$ cat src/rtl/parity_mem_pkg.sv
// Shared definitions for the parity-protected storage block: the parity
// generator and default widths.
package parity_mem_pkg;

  localparam int DATA_W_DEF = 8;
  localparam int CNT_W_DEF  = 8;

  // Callers zero-extend narrower words into this width, which leaves the XOR unchanged.
  localparam int PAR_MAX_W = 64;

  function automatic logic parity(input logic [PAR_MAX_W-1:0] data, input logic odd);
    return (^data) ^ odd;
  endfunction

endpackage

$ cat src/rtl/parity_err_track.sv
// Error bookkeeping: sticky flag, saturating error count and last failing
// address. A new error in the same cycle as a clear takes priority.
module parity_err_track #(
  parameter int ADDR_W = 4,
  parameter int CNT_W  = 8
) (
  input  logic              clk,
  input  logic              rst,
  input  logic              err,
  input  logic [ADDR_W-1:0] err_addr_in,
  input  logic              clr,
  output logic              sticky,
  output logic [CNT_W-1:0]  cnt,
  output logic [ADDR_W-1:0] addr
);

  localparam logic [CNT_W-1:0] CNT_MAX = '1;

  logic              sticky_d, sticky_q;
  logic [CNT_W-1:0]  cnt_d, cnt_q, cnt_base;
  logic [ADDR_W-1:0] addr_d, addr_q;

  always_comb begin
    sticky_d = sticky_q;
    cnt_d    = cnt_q;
    addr_d   = addr_q;
    cnt_base = clr ? '0 : cnt_q;
    if (err) begin
      sticky_d = 1'b1;
      addr_d   = err_addr_in;
      cnt_d    = (cnt_base == CNT_MAX) ? cnt_base : cnt_base + CNT_W'(1);
    end else if (clr) begin
      sticky_d = 1'b0;
      cnt_d    = '0;
      addr_d   = '0;
    end
  end

  always_ff @(posedge clk) begin
    if (rst) begin
      sticky_q <= 1'b0;
      cnt_q    <= '0;
      addr_q   <= '0;
    end else begin
      sticky_q <= sticky_d;
      cnt_q    <= cnt_d;
      addr_q   <= addr_d;
    end
  end

  assign sticky = sticky_q;
  assign cnt    = cnt_q;
  assign addr   = addr_q;

endmodule

$ cat src/rtl/parity_mem.sv
// Addressed storage with a parity bit per word: parity generated on write,
// checked on a one-cycle-latency read, with error reporting and fault injection.
module parity_mem
  import parity_mem_pkg::*;
#(
  parameter  int DATA_W = DATA_W_DEF,
  parameter  int DEPTH  = 16,
  parameter  int ODD    = 1,
  parameter  int CNT_W  = CNT_W_DEF,
  localparam int ADDR_W = $clog2(DEPTH)
) (
  input  logic              CLK,
  input  logic              RST,
  input  logic              WR,
  input  logic [ADDR_W-1:0] WADDR,
  input  logic [DATA_W-1:0] DIN,
  input  logic              INJ,
  input  logic              RD,
  input  logic [ADDR_W-1:0] RADDR,
  output logic [DATA_W-1:0] DOUT,
  output logic              POUT,
  output logic              RVALID,
  output logic              UNWR,
  output logic              ERROR,
  output logic              ERR_STICKY,
  output logic [CNT_W-1:0]  ERR_CNT,
  output logic [ADDR_W-1:0] ERR_ADDR,
  input  logic              CLR_ERR
);

  localparam logic              ODD_B   = (ODD != 0);
  localparam logic [ADDR_W:0]   DEPTH_V = (ADDR_W + 1)'(DEPTH);

  logic [DATA_W-1:0] mem_q [DEPTH];
  logic              par_q [DEPTH];
  logic [DEPTH-1:0]  written_d, written_q;

  logic              wr_en, par_in;
  logic              rd_in_range, rd_hit;
  logic [DATA_W-1:0] rd_word;
  logic              rd_par;

  logic [DATA_W-1:0] dout_d, dout_q;
  logic              pout_d, pout_q;
  logic              rvalid_d, rvalid_q;
  logic              unwr_d, unwr_q;
  logic              error_d, error_q;

  always_comb begin
    wr_en  = WR && !RST && ({1'b0, WADDR} < DEPTH_V);
    par_in = parity(PAR_MAX_W'(DIN), ODD_B) ^ INJ;
    written_d = written_q;
    if (wr_en) written_d[WADDR] = 1'b1;
  end

  // Array contents are deliberately left unreset; the written bits gate every read.
  always_ff @(posedge CLK) begin
    if (wr_en) begin
      mem_q[WADDR] <= DIN;
      par_q[WADDR] <= par_in;
    end
  end

  always_ff @(posedge CLK) begin
    if (RST) written_q <= '0;
    else     written_q <= written_d;
  end

  // Reads see pre-edge state, so a same-address write in this cycle is not observed.
  always_comb begin
    rd_in_range = ({1'b0, RADDR} < DEPTH_V);
    rd_hit      = rd_in_range && written_q[RADDR];
    rd_word     = mem_q[RADDR];
    rd_par      = par_q[RADDR];

    dout_d   = dout_q;
    pout_d   = pout_q;
    rvalid_d = 1'b0;
    unwr_d   = 1'b0;
    error_d  = 1'b0;
    if (RD) begin
      rvalid_d = 1'b1;
      if (rd_hit) begin
        dout_d  = rd_word;
        pout_d  = rd_par;
        error_d = (rd_par != parity(PAR_MAX_W'(rd_word), ODD_B));
      end else begin
        dout_d = '0;
        pout_d = 1'b0;
        unwr_d = 1'b1;
      end
    end
  end

  always_ff @(posedge CLK) begin
    if (RST) begin
      dout_q   <= '0;
      pout_q   <= 1'b0;
      rvalid_q <= 1'b0;
      unwr_q   <= 1'b0;
      error_q  <= 1'b0;
    end else begin
      dout_q   <= dout_d;
      pout_q   <= pout_d;
      rvalid_q <= rvalid_d;
      unwr_q   <= unwr_d;
      error_q  <= error_d;
    end
  end

  parity_err_track #(
    .ADDR_W (ADDR_W),
    .CNT_W  (CNT_W)
  ) u_err_track (
    .clk         (CLK),
    .rst         (RST),
    .err         (error_d),
    .err_addr_in (RADDR),
    .clr         (CLR_ERR),
    .sticky      (ERR_STICKY),
    .cnt         (ERR_CNT),
    .addr        (ERR_ADDR)
  );

  assign DOUT   = dout_q;
  assign POUT   = pout_q;
  assign RVALID = rvalid_q;
  assign UNWR   = unwr_q;
  assign ERROR  = error_q;

endmodule

$ cat config.mk
export PLATFORM = sky130hd
export DESIGN_NAME = parity_mem
export DESIGN_NICKNAME = d
export VERILOG_FILES = /design/src/rtl/parity_mem_pkg.sv /design/src/rtl/parity_err_track.sv /design/src/rtl/parity_mem.sv
export SDC_FILE = /design/constraint.sdc
export NUM_CORES = 1
export LEC_CHECK = 0
export ABC_AREA = 1
export BUFFER_PORTS_ARGS = -buffer_cell sky130_fd_sc_hd__buf_2
export CORE_MARGIN = 2
export CORE_UTILIZATION = 44
export CTS_BUF_LIST = sky130_fd_sc_hd__clkbuf_4
export CTS_CLUSTER_DIAMETER = 200
export DETAILED_ROUTE_END_ITERATION = 8
export PLACE_DENSITY = 0.63
export SYNTH_ARGS = -nofsm -noshare
export SYNTH_HDL_FRONTEND = slang
export SYNTH_SLANG_ARGS = --single-unit
$ cat constraint.sdc
create_clock -name CLK -period 2.79 [get_ports CLK]
set_clock_uncertainty 0.1 [all_clocks]
set_input_delay 0 -clock CLK [delete_from_list [all_inputs] [get_ports CLK]]
set_output_delay 0 -clock CLK [all_outputs]
set_load 0.005 [all_outputs]
==> Word level (Yosys, flattened, before mapping) <==
Memories as Yosys holds them, arrays and structs flattened.
Cells that the tools add are included.
{ "word_totals": {"ff_bits": 41, "wordCells": 48, "out_inout_bits": 25, "ramBits": 144, "n_memories": 2, "input_bits": 22} }
{ "mem_list": {"columns": ["memory", "words", "word_bits", "read_ports", "rd_ports_with_merged_regs", "wr", "line_no", "rtl"], "rows": [
  ["mem_q", 16, 8, 1, 0, 1, "parity_mem.sv:34", "logic [DATA_W-1:0] mem_q [DEPTH];"],
  ["par_q", 16, 1, 1, 0, 1, "parity_mem.sv:35", "logic par_q [DEPTH];"]
]} }
{ "classes": {"eq_ne": 2, "reduce_logical": 7, "add_sub_neg": 1, "order_cmp": 3, "bitwise_logic": 5, "n_mux": 19} }
{ "ops": {"columns": ["operator", "n"], "rows": [
  ["$reduce_xor A64 Y1", 2],
  ["$mux W8", 4],
  ["$or A16 B16 Y16", 1],
  ["$mux W1", 11],
  ["$lt A4 B5 Y1 const B", 2],
  ["$add A8 B1 Y8 const B", 1],
  ["$eq A8 B8 Y1 const B", 1],
  ["$mux W4", 2],
  ["$bmux W1 S4", 1],
  ["$demux W1 S4", 1],
  ["$ge A4 B1 Y1 const B", 1],
  ["$not A1 Y1", 3],
  ["$logic_and A1 B1 Y1", 2],
  ["$reduce_bool A2 Y1", 1],
  ["$reduce_or A2 Y1", 1],
  ["$logic_not A1 Y1", 1],
  ["$ne A1 B1 Y1", 1],
  ["$xor A1 B1 Y1", 1]
]} }

==> Logic depth before layout (Yosys ltp) <==
Gate-level depths: netlist (run 1).
An unclocked memory read counts as a cell.
{ "logic_depth": {"ltp_word": 7, "depth_mapped": 20, "mapped_depth_nobuf": 18} }

==> Modules after synthesis <==
A second synthesis (run 1) with hierarchy kept.
{ "unflattened": {"cells_unflattened": 808, "area_unflattened_um2": 8046.5} }
{ "by_module_without_submodules": {"columns": ["mod", "area_per_inst_um2", "cells_each", "seq_area_each_um2", "instances"], "rows": [
  ["parity_mem", 7387.1, 718, 4884.7, 1],
  ["parity_err_track", 659.4, 90, 260.2, 1]
]} }

==> Worst setup path after synthesis (run 1) <==
OpenSTA, ideal clock, no wires.
{ "synth_timing": {"path_kind": "register to register", "startpoint": "register u_err_track.cnt_q[1] (netlist: u_err_track.cnt[1])", "endpoint": "register u_err_track.cnt_q[1] (netlist: u_err_track.cnt[1])", "stages_incl_launch_ff": 13, "required_time_ns": 2.552, "slack_ns": 0.852, "arrival_ns": 1.700, "synth_period_minus_slack_ns": 1.938, "n_path_buf": 0, "setup_time_ns": 0.138, "path_cell_list": "dfxtp_1 -> inv_1 -> nor2_1 -> ha_1 -> nand2_1 -> nor2_1 -> nand3_1 -> nor3_1 -> inv_1 -> nand2_1 -> nand2_1 -> nand3_1 -> a21oi_1"} }
{ "synth_between": {"elab_chain_len": 4, "elab_cells_between_ends": 5, "cone_classes": "add/sub: 1; eq/ne: 1; mux: 3"} }
{ "synth_lines": {"columns": ["item", "line_no", "rtl"], "rows": [
  ["start, declared", "parity_err_track.sv:20", "logic [CNT_W-1:0] cnt_d, cnt_q, cnt_base;"],
  ["start signal, assigned", "parity_err_track.sv:46", "cnt_q <= cnt_d;"],
  ["$mux W8 *", null, null],
  ["$add A8 B1 Y8 or $eq A8 B8 Y1 (tied branches)", "parity_err_track.sv:31", "cnt_d = (cnt_base == CNT_MAX) ? cnt_base : cnt_base + CNT_W'(1);"],
  ["$mux W8", "parity_err_track.sv:31", null],
  ["$mux W8 *", "parity_err_track.sv:28", "if (err) begin"]
]} }
Mark *: on every way between the ends. The rest lies on a longest branch, timed or not.
A chain may end at the register's enable or synchronous reset.

==> Final worst setup path (run 1) <==
{ "layout_timing": {"startpoint": "input RADDR[0]", "endpoint": "register u_err_track.cnt_q[0] (netlist: u_err_track.cnt[0])"} }
{ "layout_between": {"elab_chain_len": 7, "elab_cells_between_ends": 10, "cone_classes": "eq/ne: 1; mux: 5; bitwise: 1; reduce/logical: 1; memory: 2"} }
{ "layout_lines": {"columns": ["item", "line_no", "rtl"], "rows": [
  ["start, declared", "parity_mem.sv:19", "input logic [ADDR_W-1:0] RADDR,"],
  ["$mem_v2 Z16 W8", null, null],
  ["$reduce_xor A64 Y1", "parity_mem_pkg.sv:12", "return (^data) ^ odd;"],
  ["$not A1 Y1 (no line)", null, null],
  ["$ne A1 B1 Y1", "parity_mem.sv:86", "error_d = (rd_par != parity(PAR_MAX_W'(rd_word), ODD_B));"],
  ["$mux W1 *", "parity_mem.sv:83", "if (rd_hit) begin"],
  ["$mux W1 *", "parity_mem.sv:81", "if (RD) begin"],
  ["$mux W8 *", "parity_err_track.sv:28", null]
]} }
Mark *: on every way between the ends. The rest lies on a longest branch, timed or not. The select of a mux whose other input is x is not followed.

==> flow_metrics.py, run 1 <==
metrics = {
    "timing": {
        "fin_crit_ns": 2.292,
        "finalSetupTns_ns": 0,
        "hold_violations": 0,
        "rsz0062_at_grt": "no",
        "tightest_slew_ns": 1.070,
        "setup_viol": 0,
        "final-max-slew-violation-count": 0,
        "min_period_over_period": 0.8216,
        "fmax_mhz": 436.3,
        "slew_headroom": 0.2843,
    },
    "synthesis": {
        "synthMostInstantiatedCell": "nand2_1",
        "ys_seq_area_frac": 0.6295,
        "avgSynthCellArea_sq_um": 9.706,
        "syn-cell-area_sq_um": 8173,
        "yosys.area_share.simple": 0.2480,
        "yosys.area_share.adder": 0.001531,
        "synth_edf_count": 144,
        "synth_top_family_by_area": "simple AND/OR/NAND/NOR gates",
        "synth_compound_area_frac": 0.03598,
        "yosys_warnings": 0,
        "synth_area_leaders": "edfxtp_1 (53%), nand2_1 (13%), dfxtp_1 (10%)",
        "synth_xor_area_frac": 0.01500,
        "synth_mux_area_frac": 0,
        "async_reset_ff_frac": 0,
        "synth_largest_area_cell": "edfxtp_1",
        "synth-main-ff-cell": "edfxtp_1",
        "synth_top_area_frac": 0.5291,
        "synth_seq_cells": 185,
        "ys_types": 35,
        "syn-num-nets": 865,
        "syn-instance-count": 842,
        "synthTopCellsByCount": "nand2_1 (286), edfxtp_1 (144), nand3_1 (103)",
    },
    "layout": {
        "final_core_util": 0.5046,
        "finalNetCount": 942,
        "syn_to_final_growth_pct": 11.67,
        "fill_cells": 1617,
        "drive_gt1_frac": 0.1324,
    },
    "die": {
        "die_x_um": 140.3,
        "fp.dieH_um": 140.3,
        "pin_count": 47,
        "initial_core_util": 0.4519,
        "core_area_sq_um": 18090,
        "row_count": 49,
        "dieArea_sq_um": 19680,
    },
    "route": {
        "wl_mm": 18.26,
        "drt_pass1_iterations": 5,
        "drt_iter0_drc": 476,
        "ant_nets": 0,
        "detail_route.vias_per_cell": 4.982,
        "drc": 0,
        "dr_total_vias": 5774,
        "wl_per_cell_um": 15.75,
    },
    "worst_setup_path": {
        "cp_max_fo": 23,
        "path_common_cell": "nand2_1",
        "end_kind": "flop",
        "path_cells": "dlygate4sd3_1 > buf_2 > inv_4 > buf_12 > nand2_1 > nand2_1 > nand2_1 > nand3_1 > nand3_1 > nand2_1 > nand2_1 > inv_1 > nor2_1 > nand2_1 > nand2_1 > nand2_1 > nand3_4 > nand2_4 > nand2_1 > a21oi_1",
        "slowest_stage": "dlygate4sd3_1",
        "arrival_ns": 2.67,
        "worstSetupPathType": "in2reg",
        "cp.required_ns": 3.17,
        "worst_setup_path_start_kind": "input pin",
        "critPathMaxStageDelay_ns": 0.53,
    },
    "place": {
        "port_buffers": 46,
        "place.gp.congestion": 0.7671,
        "dp_hpwl_mm": 11.20,
    },
    "global_route": {
        "grt_first_pass_wirelength_mm": 28.77,
        "gr-usage-all-layers": 0.1930,
        "antenna_found_initial": 1,
        "first_global_vias": 5401,
        "gr-total-overflow": 0,
        "grt_max_degree": 65,
    },
    "clocking": {
        "postCtsSetupBuffers": 0,
        "tritoncts": "done",
        "clock-root-buffer": "clkbuf_4",
        "clk_pin_slew_worst_paths_ns": 0.13,
        "numCtsBuffers": 17,
        "clkSinkCount": 185,
        "cts_buffer_depth": 2,
        "cts_resized": 0,
        "h-tree-depth": 4,
        "clk-insertion-delay-late_ns": 0.56,
    },
    "power_and_ir_drop": {
        "ir_drop_mv": 0.5259,
        "p_leak_uw": 0.003798,
        "power_per_cell_area_nw_per_um2": 545.7,
    },
    "outcome": {
        "status": "finished clean",
    },
    "flow_run": {
        "timing.max_cap.violations": 0,
    },
    "min_path": {
        "hold_path.class": "in2reg",
    },
}
area by class of cell:
class                   count  area [sq um]  area share
multi-input cells         538          2456      0.2691
flip-flops and latches    185          5145      0.5638
inverters                  81         306.5     0.03359
repair buffers             96         698.2     0.07650
diodes                      1         2.502   0.0002742
clock buffers              21         157.7     0.01727
clock inverters             8         73.82    0.008089
well taps                 229         286.5     0.03140
placed cells by master, fill, tap and decap left out, drive strengths merged:
master,n
buf,74
nand2,293
bufinv,1
dlygate4sd3,22
clkinv,6
or2,4
dfxtp,41
xnor2,5
nand3b,4
o21ai,11
edfxtp,144
a21oi,18
o211ai,4
diode,1
a32o,2
inv,80
a21boi,1
xor2,9
nand3,105
ha,1
clkinvlp,2
o21a,9
clkbuf,21
nor2,63
nand4,2
nor3,7
kinds of logic after synthesis:
| group | Yosys count |
|---|---|
| and+or+nand+nor | 478 |
| DFF | 185 |
| buffers and inverters | 119 |
| AOI/OAI and AO/OA | 45 |
| xor gates and xnor gates | 14 |
| adders and majority gates | 1 |
final timing paths:
check	startpoint	endpoint	slack (ns)	cells past startpoint
hold / removal	WR	written_q[11]	0.15	8
setup / recovery	RADDR[0]	u_err_track.cnt[0]	0.50	20
setup reg to reg	u_err_track.cnt[1]	u_err_track.cnt[5]	0.56	11
hold reg to reg	DOUT[4]	DOUT[4]	0.37	2
worst max-delay path: cells and delay by family:
kind / cells / cell delay [ns]
simple gates: 14 / 1.35
buf+inv: 5 / 1.14
compound gates: 1 / 0.15
report_power, final:
part	switching [uW]	internal (uW)	leakage [uW]
clock	842	465	0.000125
sequential	19.8	3050	0.00163
combinational	406	195	0.00204
sequential cells by signal (all words and copies together) (netlist names), 4 cells and up:
signal and flops:
mem_q 128, written_q 16, u_err_track.addr 4, u_err_track.cnt 8
par_q 16, DOUT 8
what timing repair did:
action	4_1_cts	5_1_grt
endpoints found under the hold margin	269	0
setup endpoints to repair	0	0
hold buffers	22	0
through the flow:
stage	area, sq um	hold WS [ns]	worst slack, ns	cells	total power [uW]
final	9126	0.1488	0.4978	1159	4980
after global routing	9126	0.1649	0.2653	1159	5193
after CTS	9124	0.08554	0.5202	1158	5013
after detailed placement	8672	0.2747	0.4819	1107	3715
after global placement	8672	0.2794	0.4804	1107	3706
after floorplan	8173	-0.001131	0.8523	842	3540
metal layers:
metal	GRT usage	wire length, um	vias to the layer above
met5	0	0	-
met4	0.05529	283	0
met3	0.03624	984	19
met2	0.3184	8809	152
met1	0.2624	8181	2703
li1	-	-	2900
No activity file was read; power rests on OpenSTA's default activity.
==> run 2, diff against run 1 <==
Clock period 2.79 ns to 2.3 ns, I/O delays scaled along.
==> run 2 against run 1 <==
Global-route usage rose by 0.11 points. Critical path type unchanged. Largest cell class unchanged. Via count rose by 2.1%. Sequential share of layout area fell by 1.4 points. Power rose by 26%.
==> flow_metrics.py, run 2 (synthesis results as in run 1) <==
metrics = {
    "min_path": {
        "hold_path.class": "in2reg",
    },
    "layout": {
        "layout_common_cells": "nand2_1 (283), edfxtp_1 (144), nand3_1 (97), inv_1 (76), nor2_1 (60)",
        "finalNetCount": 954,
        "fill_cells": 1623,
        "final_cells": 1175,
        "top_regs": "mem_q (128), par_q (16), written_q (16)",
        "final_common_cell": "nand2_1",
        "drive_gt1_frac": 0.1600,
        "largest_reg_flops": 128,
        "postLayoutCellArea_sq_um": 9355,
        "syn_to_final_growth_pct": 14.47,
        "final_core_util": 0.5173,
        "regMostFlops": "mem_q",
    },
    "clocking": {
        "clkSinkCount": 185,
        "numCtsBuffers": 17,
        "h-tree-depth": 4,
        "clk_pin_slew_worst_paths_ns": 0.16,
        "postCtsSetupBuffers": 0,
        "clk-insertion-delay-late_ns": 0.56,
        "tritoncts": "done",
        "clock-root-buffer": "clkbuf_4",
        "cts_buffer_depth": 2,
    },
    "route": {
        "ant_nets": 0,
        "dr_total_vias": 5894,
        "drc": 0,
        "detail_route.vias_per_cell": 5.016,
        "wl_per_cell_um": 15.48,
        "drt_pass1_iterations": 5,
        "drt_iter0_drc": 553,
        "wl_mm": 18.19,
    },
    "timing": {
        "tightest_slew_ns": 0.4129,
        "setup_viol": 0,
        "min_period_over_period": 0.9296,
        "finalSetupTns_ns": 0,
        "slew_headroom": 0.7244,
        "final-max-slew-violation-count": 0,
        "fmax_mhz": 467.7,
        "fin_crit_ns": 2.138,
        "hold_violations": 0,
    },
    "global_route": {
        "first_global_vias": 5626,
        "grt_max_degree": 41,
        "antenna_found_initial": 1,
        "gr-usage-all-layers": 0.1941,
        "gr-total-overflow": 0,
        "grt_first_pass_wirelength_mm": 29.40,
    },
    "power_and_ir_drop": {
        "power.total_uw": 6278,
        "p_leak_uw": 0.003899,
        "power_per_cell_area_nw_per_um2": 671.0,
        "ir_drop_mv": 0.6120,
    },
    "worst_setup_path": {
        "cp_max_fo": 38,
        "worstSetupPathType": "in2reg",
        "path_common_cell": "nand2_1",
        "end_kind": "flop",
        "path_buf_inv": 5,
        "critPathMaxStageDelay_ns": 0.52,
        "slowest_stage": "dlygate4sd3_1",
        "worst_setup_path_start_kind": "input pin",
        "arrival_ns": 2.55,
        "cp.required_ns": 2.71,
        "path_cells": "dlygate4sd3_1 > buf_2 > inv_4 > buf_12 > o21ai_0 > nand3_1 > nand3_1 > nand2_2 > inv_1 > nand2_1 > nand2_1 > nand2_1 > nand2_1 > nand2_1 > nand3_4 > nand2_8 > nor2_4 > nand2_1 > nand2_1",
        "crit_family": "simple AND/OR/NAND/NOR gates",
    },
    "die": {
        "die_x_um": 140.3,
        "dieArea_sq_um": 19680,
        "initial_core_util": 0.4519,
        "core_area_sq_um": 18090,
        "fp.dieH_um": 140.3,
        "pin_count": 47,
        "row_count": 49,
    },
    "place": {
        "port_buffers": 46,
        "dpl_cell_area_sq_um": 8800,
        "dp_hpwl_mm": 11.61,
        "place.gp.congestion": 0.7892,
        "dpl.cell_count": 1119,
    },
    "flow_run": {
        "timing.max_cap.violations": 0,
    },
    "outcome": {
        "status": "finished clean",
    },
}
==> run 2: cell types whose count changed in the layout (fill, tap and decap cells not counted), sizes merged <==
cell	change
buf	+12
inv	+5
clkbuf	-3
clkinv	+1
diode	+1
==> run 2: metrics by stage <==
step / hold WS, ns / setup slack (ns)
after floorplan: -0.001131 / 0.3623
after global placement: 0.2795 / 0.1835
after detailed placement: 0.2850 / 0.1246
after CTS: 0.07438 / 0.1650
after global routing: 0.09147 / -0.0006315
final: 0.09923 / 0.1619
==> run 2: layer usage <==
layer,vias to the layer above,GRT usage,wire length (um)
met2,166,0.3202,8648
li1,2932,-,-
met3,25,0.04513,1083
met1,2771,0.2597,8148
met4,0,0.05263,307
met5,-,0,0
==> run 2: power by group <==
group | total, uW | internal, uW | switching, uW
clock network | 1740 | 579 | 1160
logic | 812 | 292 | 520
registers | 3730 | 3700 | 25.6
==> run 2: final cells by class <==
cell class / instances / area, sq um / area share
Clock inverter: 14 / 137.6 / 0.01471
Timing Repair Buffer: 108 / 829.5 / 0.08867
Antenna cell: 2 / 5.005 / 0.0005350
Tap cell: 229 / 286.5 / 0.03063
Inverter: 81 / 306.5 / 0.03277
Sequential cell: 185 / 5145 / 0.5500
Multi-Input combinational cell: 538 / 2510 / 0.2683
Clock buffer: 18 / 135.1 / 0.01444
==> run 2: what timing repair did <==
item                                    CTS  global route
endpoints found under the hold margin   304             0
resized for setup                         0            13
endpoints found under the setup margin    0            12
hold buffers                             22             0
==> run 2: path summary, 6_finish.rpt <==
path	start	end	slack (ns)	cells past startpoint
setup / recovery	RADDR[0]	u_err_track.addr[1]	0.16	19
hold reg to reg	DOUT[3]	DOUT[3]	0.37	2
setup reg to reg	mem_q[12][1]	u_err_track.addr[1]	0.21	16
hold / removal	INJ	par_q[0]	0.1	5
==> run 2: tightest hold or removal path, cell delays in order <==
cell,delay (ns)
buf_2,0.08
xor2_1,0.06
xor2_1,0.16
xor2_1,0.09
buf_4,0.18
==> run 3, diff against run 2 <==
Settings changed: CELL_PAD_IN_SITES_DETAIL_PLACEMENT set to 1, CELL_PAD_IN_SITES_GLOBAL_PLACEMENT set to 2, CORE_UTILIZATION 44 to 41, PLACE_DENSITY 0.63 to 0.84.
==> run 3 against run 2 <==
Via count is 5.6% higher. Register-to-register slack got worse by 0.06 ns. Combinational power rose by 20%. Utilization shrank 1.7 points. Sequential cell count unchanged. Count of clock-buffer cells in the layout shrank 1. Non-clock buffer count increased by 22. Sequential power about the same. Critical path depth decreased by 4. Largest cell class unchanged.
==> flow_metrics.py, run 3 (synthesis results as in run 1) <==
metrics = {
    "die": {
        "initial_core_util": 0.4186,
        "core_area_sq_um": 19530,
        "fp.dieH_um": 145.2,
        "row_count": 51,
        "dieArea_sq_um": 21080,
        "pin_count": 47,
        "die_x_um": 145.2,
    },
    "layout": {
        "largest_reg_flops": 128,
        "layout_common_cells": "nand2_1 (274), edfxtp_1 (144), nand3_1 (94), inv_1 (75), nor2_1 (56)",
        "final_core_util": 0.5001,
        "drive_gt1_frac": 0.1975,
        "syn_to_final_growth_pct": 19.47,
        "multi_input_area_sq_um": 2594,
        "regMostFlops": "mem_q",
        "final_common_cell": "nand2_1",
        "finalNetCount": 977,
        "fill_cells": 2231,
        "top_regs": "mem_q (128), par_q (16), written_q (16)",
        "register_area_sq_um": 5145,
    },
    "worst_setup_path": {
        "path_cells": "dlygate4sd3_1 > buf_6 > clkinv_8 > buf_12 > buf_12 > nand2_1 > nand3_1 > nand3_1 > nand3_2 > nand2_1 > nor2_4 > buf_6 > nand2_1 > a21oi_1 > dlygate4sd3_1",
        "worst_setup_path_start_kind": "input pin",
        "path_common_cell": "nand2_1",
        "worstSetupPathType": "in2reg",
        "path_buf_inv": 7,
        "slowest_stage": "dlygate4sd3_1",
        "rr_startpoint": "mem_q[10][0]",
        "critPathMaxStageDelay_ns": 0.56,
        "crit_family": "buffers and inverters",
        "worstSetupStartpoint": "RADDR[0]",
        "reg2reg_slack_ns": 0.15,
        "cp.required_ns": 2.71,
        "end_kind": "flop",
        "cp_max_fo": 18,
        "arrival_ns": 2.58,
    },
    "clocking": {
        "clk_pin_slew_worst_paths_ns": 0.16,
        "h-tree-depth": 4,
        "cts_buffer_depth": 2,
        "clkSinkCount": 185,
        "numCtsBuffers": 17,
        "clk-insertion-delay-late_ns": 0.60,
        "clock-root-buffer": "clkbuf_4",
        "tritoncts": "done",
    },
    "route": {
        "drt_iter0_drc": 357,
        "detail_route.vias_per_cell": 5.050,
        "wl_mm": 22.65,
        "dr_total_vias": 6227,
        "drt_pass1_iterations": 4,
        "drc": 0,
        "ant_nets": 0,
        "wl_per_cell_um": 18.37,
    },
    "timing": {
        "hold_violations": 0,
        "slew_headroom": 0.5424,
        "final-max-slew-violation-count": 0,
        "tightest_slew_ns": 0.6858,
        "fmax_mhz": 461.3,
        "fin_crit_ns": 2.168,
        "setup_viol": 0,
        "min_period_over_period": 0.9425,
        "finalSetupTns_ns": 0,
        "setup_ws_ns": 0.1322,
    },
    "power_and_ir_drop": {
        "ir_drop_mv": 0.3561,
        "p_leak_uw": 0.004072,
        "power_per_cell_area_nw_per_um2": 683.0,
    },
    "place": {
        "place.gp.congestion": 0.8088,
        "port_buffers": 46,
        "dp_hpwl_mm": 14.59,
        "post-place-ws_ns": -0.1747,
    },
    "global_route": {
        "gr-total-overflow": 0,
        "antenna_found_initial": 1,
        "grt_max_degree": 66,
        "grt_first_pass_wirelength_mm": 34.66,
        "gr-usage-all-layers": 0.2148,
        "first_global_vias": 6410,
    },
    "flow_run": {
        "timing.max_cap.violations": 0,
    },
    "min_path": {
        "hold_path.class": "in2reg",
        "hp-start": "INJ",
    },
    "outcome": {
        "status": "finished clean",
    },
}
run 3: cell count changes in the layout (fill, tap and decap cells not counted), moves of 2 or more:
cell	previous run	this run
bufinv_16	1	3
buf_6	1	6
buf_4	33	47
nand3_1	97	94
nand3_2	6	9
nand2_2	9	17
nand2_1	283	274
nor2_2	1	4
nand2_4	0	2
clkbuf_16	0	2
nor2_1	60	56
inv_6	5	3
dlygate4sd3_1	22	24
run 3: what timing repair did:
| item | 4_1_cts | 5_1_grt |
|---|---|---|
| endpoints found under the setup margin | 4 | 31 |
| hold buffers | 24 | 0 |
| cloned | 0 | 3 |
| resized for setup | 3 | 43 |
| setup buffers | 0 | 11 |
| hold endpoints to repair | 313 | 0 |
| pin swaps | 0 | 11 |
run 3: metal layers:
layer	wire, um	track usage	share of wire
met5	0	0	0
met4	648	0.09020	0.029
met3	811	0.03616	0.036
met2	11310	0.3645	0.50
met1	9881	0.2730	0.44
run 3: metrics by stage:
stage	hold WS [ns]	cell area [sq um]	total power [uW]	cells
after floorplan	-0.001131	8173	4294	842
after global placement	0.2767	8897	4544	1162
after detailed placement	0.2841	8897	4578	1162
after CTS	0.06063	9470	6567	1218
after global routing	0.07340	9764	6937	1233
final	0.08455	9764	6669	1233
run 3: final cells by class:
cell class | instances | share of cell area
Antenna cell | 1 | 0.0002563
Clock buffer | 17 | 0.01307
Clock inverter | 15 | 0.01961
Inverter | 81 | 0.03242
Multi-Input combinational cell | 539 | 0.2656
Sequential cell | 185 | 0.5269
Tap cell | 265 | 0.03396
Timing Repair Buffer | 130 | 0.1081
run 3: final timing paths:
path / end / cells after the start
worst max-delay path: DOUT[0] / 15
worst min-delay path: par_q[9] / 4
worst max register to register: u_err_track.addr[1] / 17
worst min register to register: DOUT[7] / 2
run 3: worst min-delay path, cell delays in order:
cell	delay, ns
buf_2	0.09
xor2_1	0.08
xor2_1	0.17
xor2_2	0.25
run 3: where the power goes:
part | internal, uW | switching (uW) | leakage, uW | total [uW]
combinational | 369 | 602 | 0.00228 | 971
sequential | 3700 | 27.3 | 0.00163 | 3730
clock | 778 | 1190 | 0.000161 | 1970
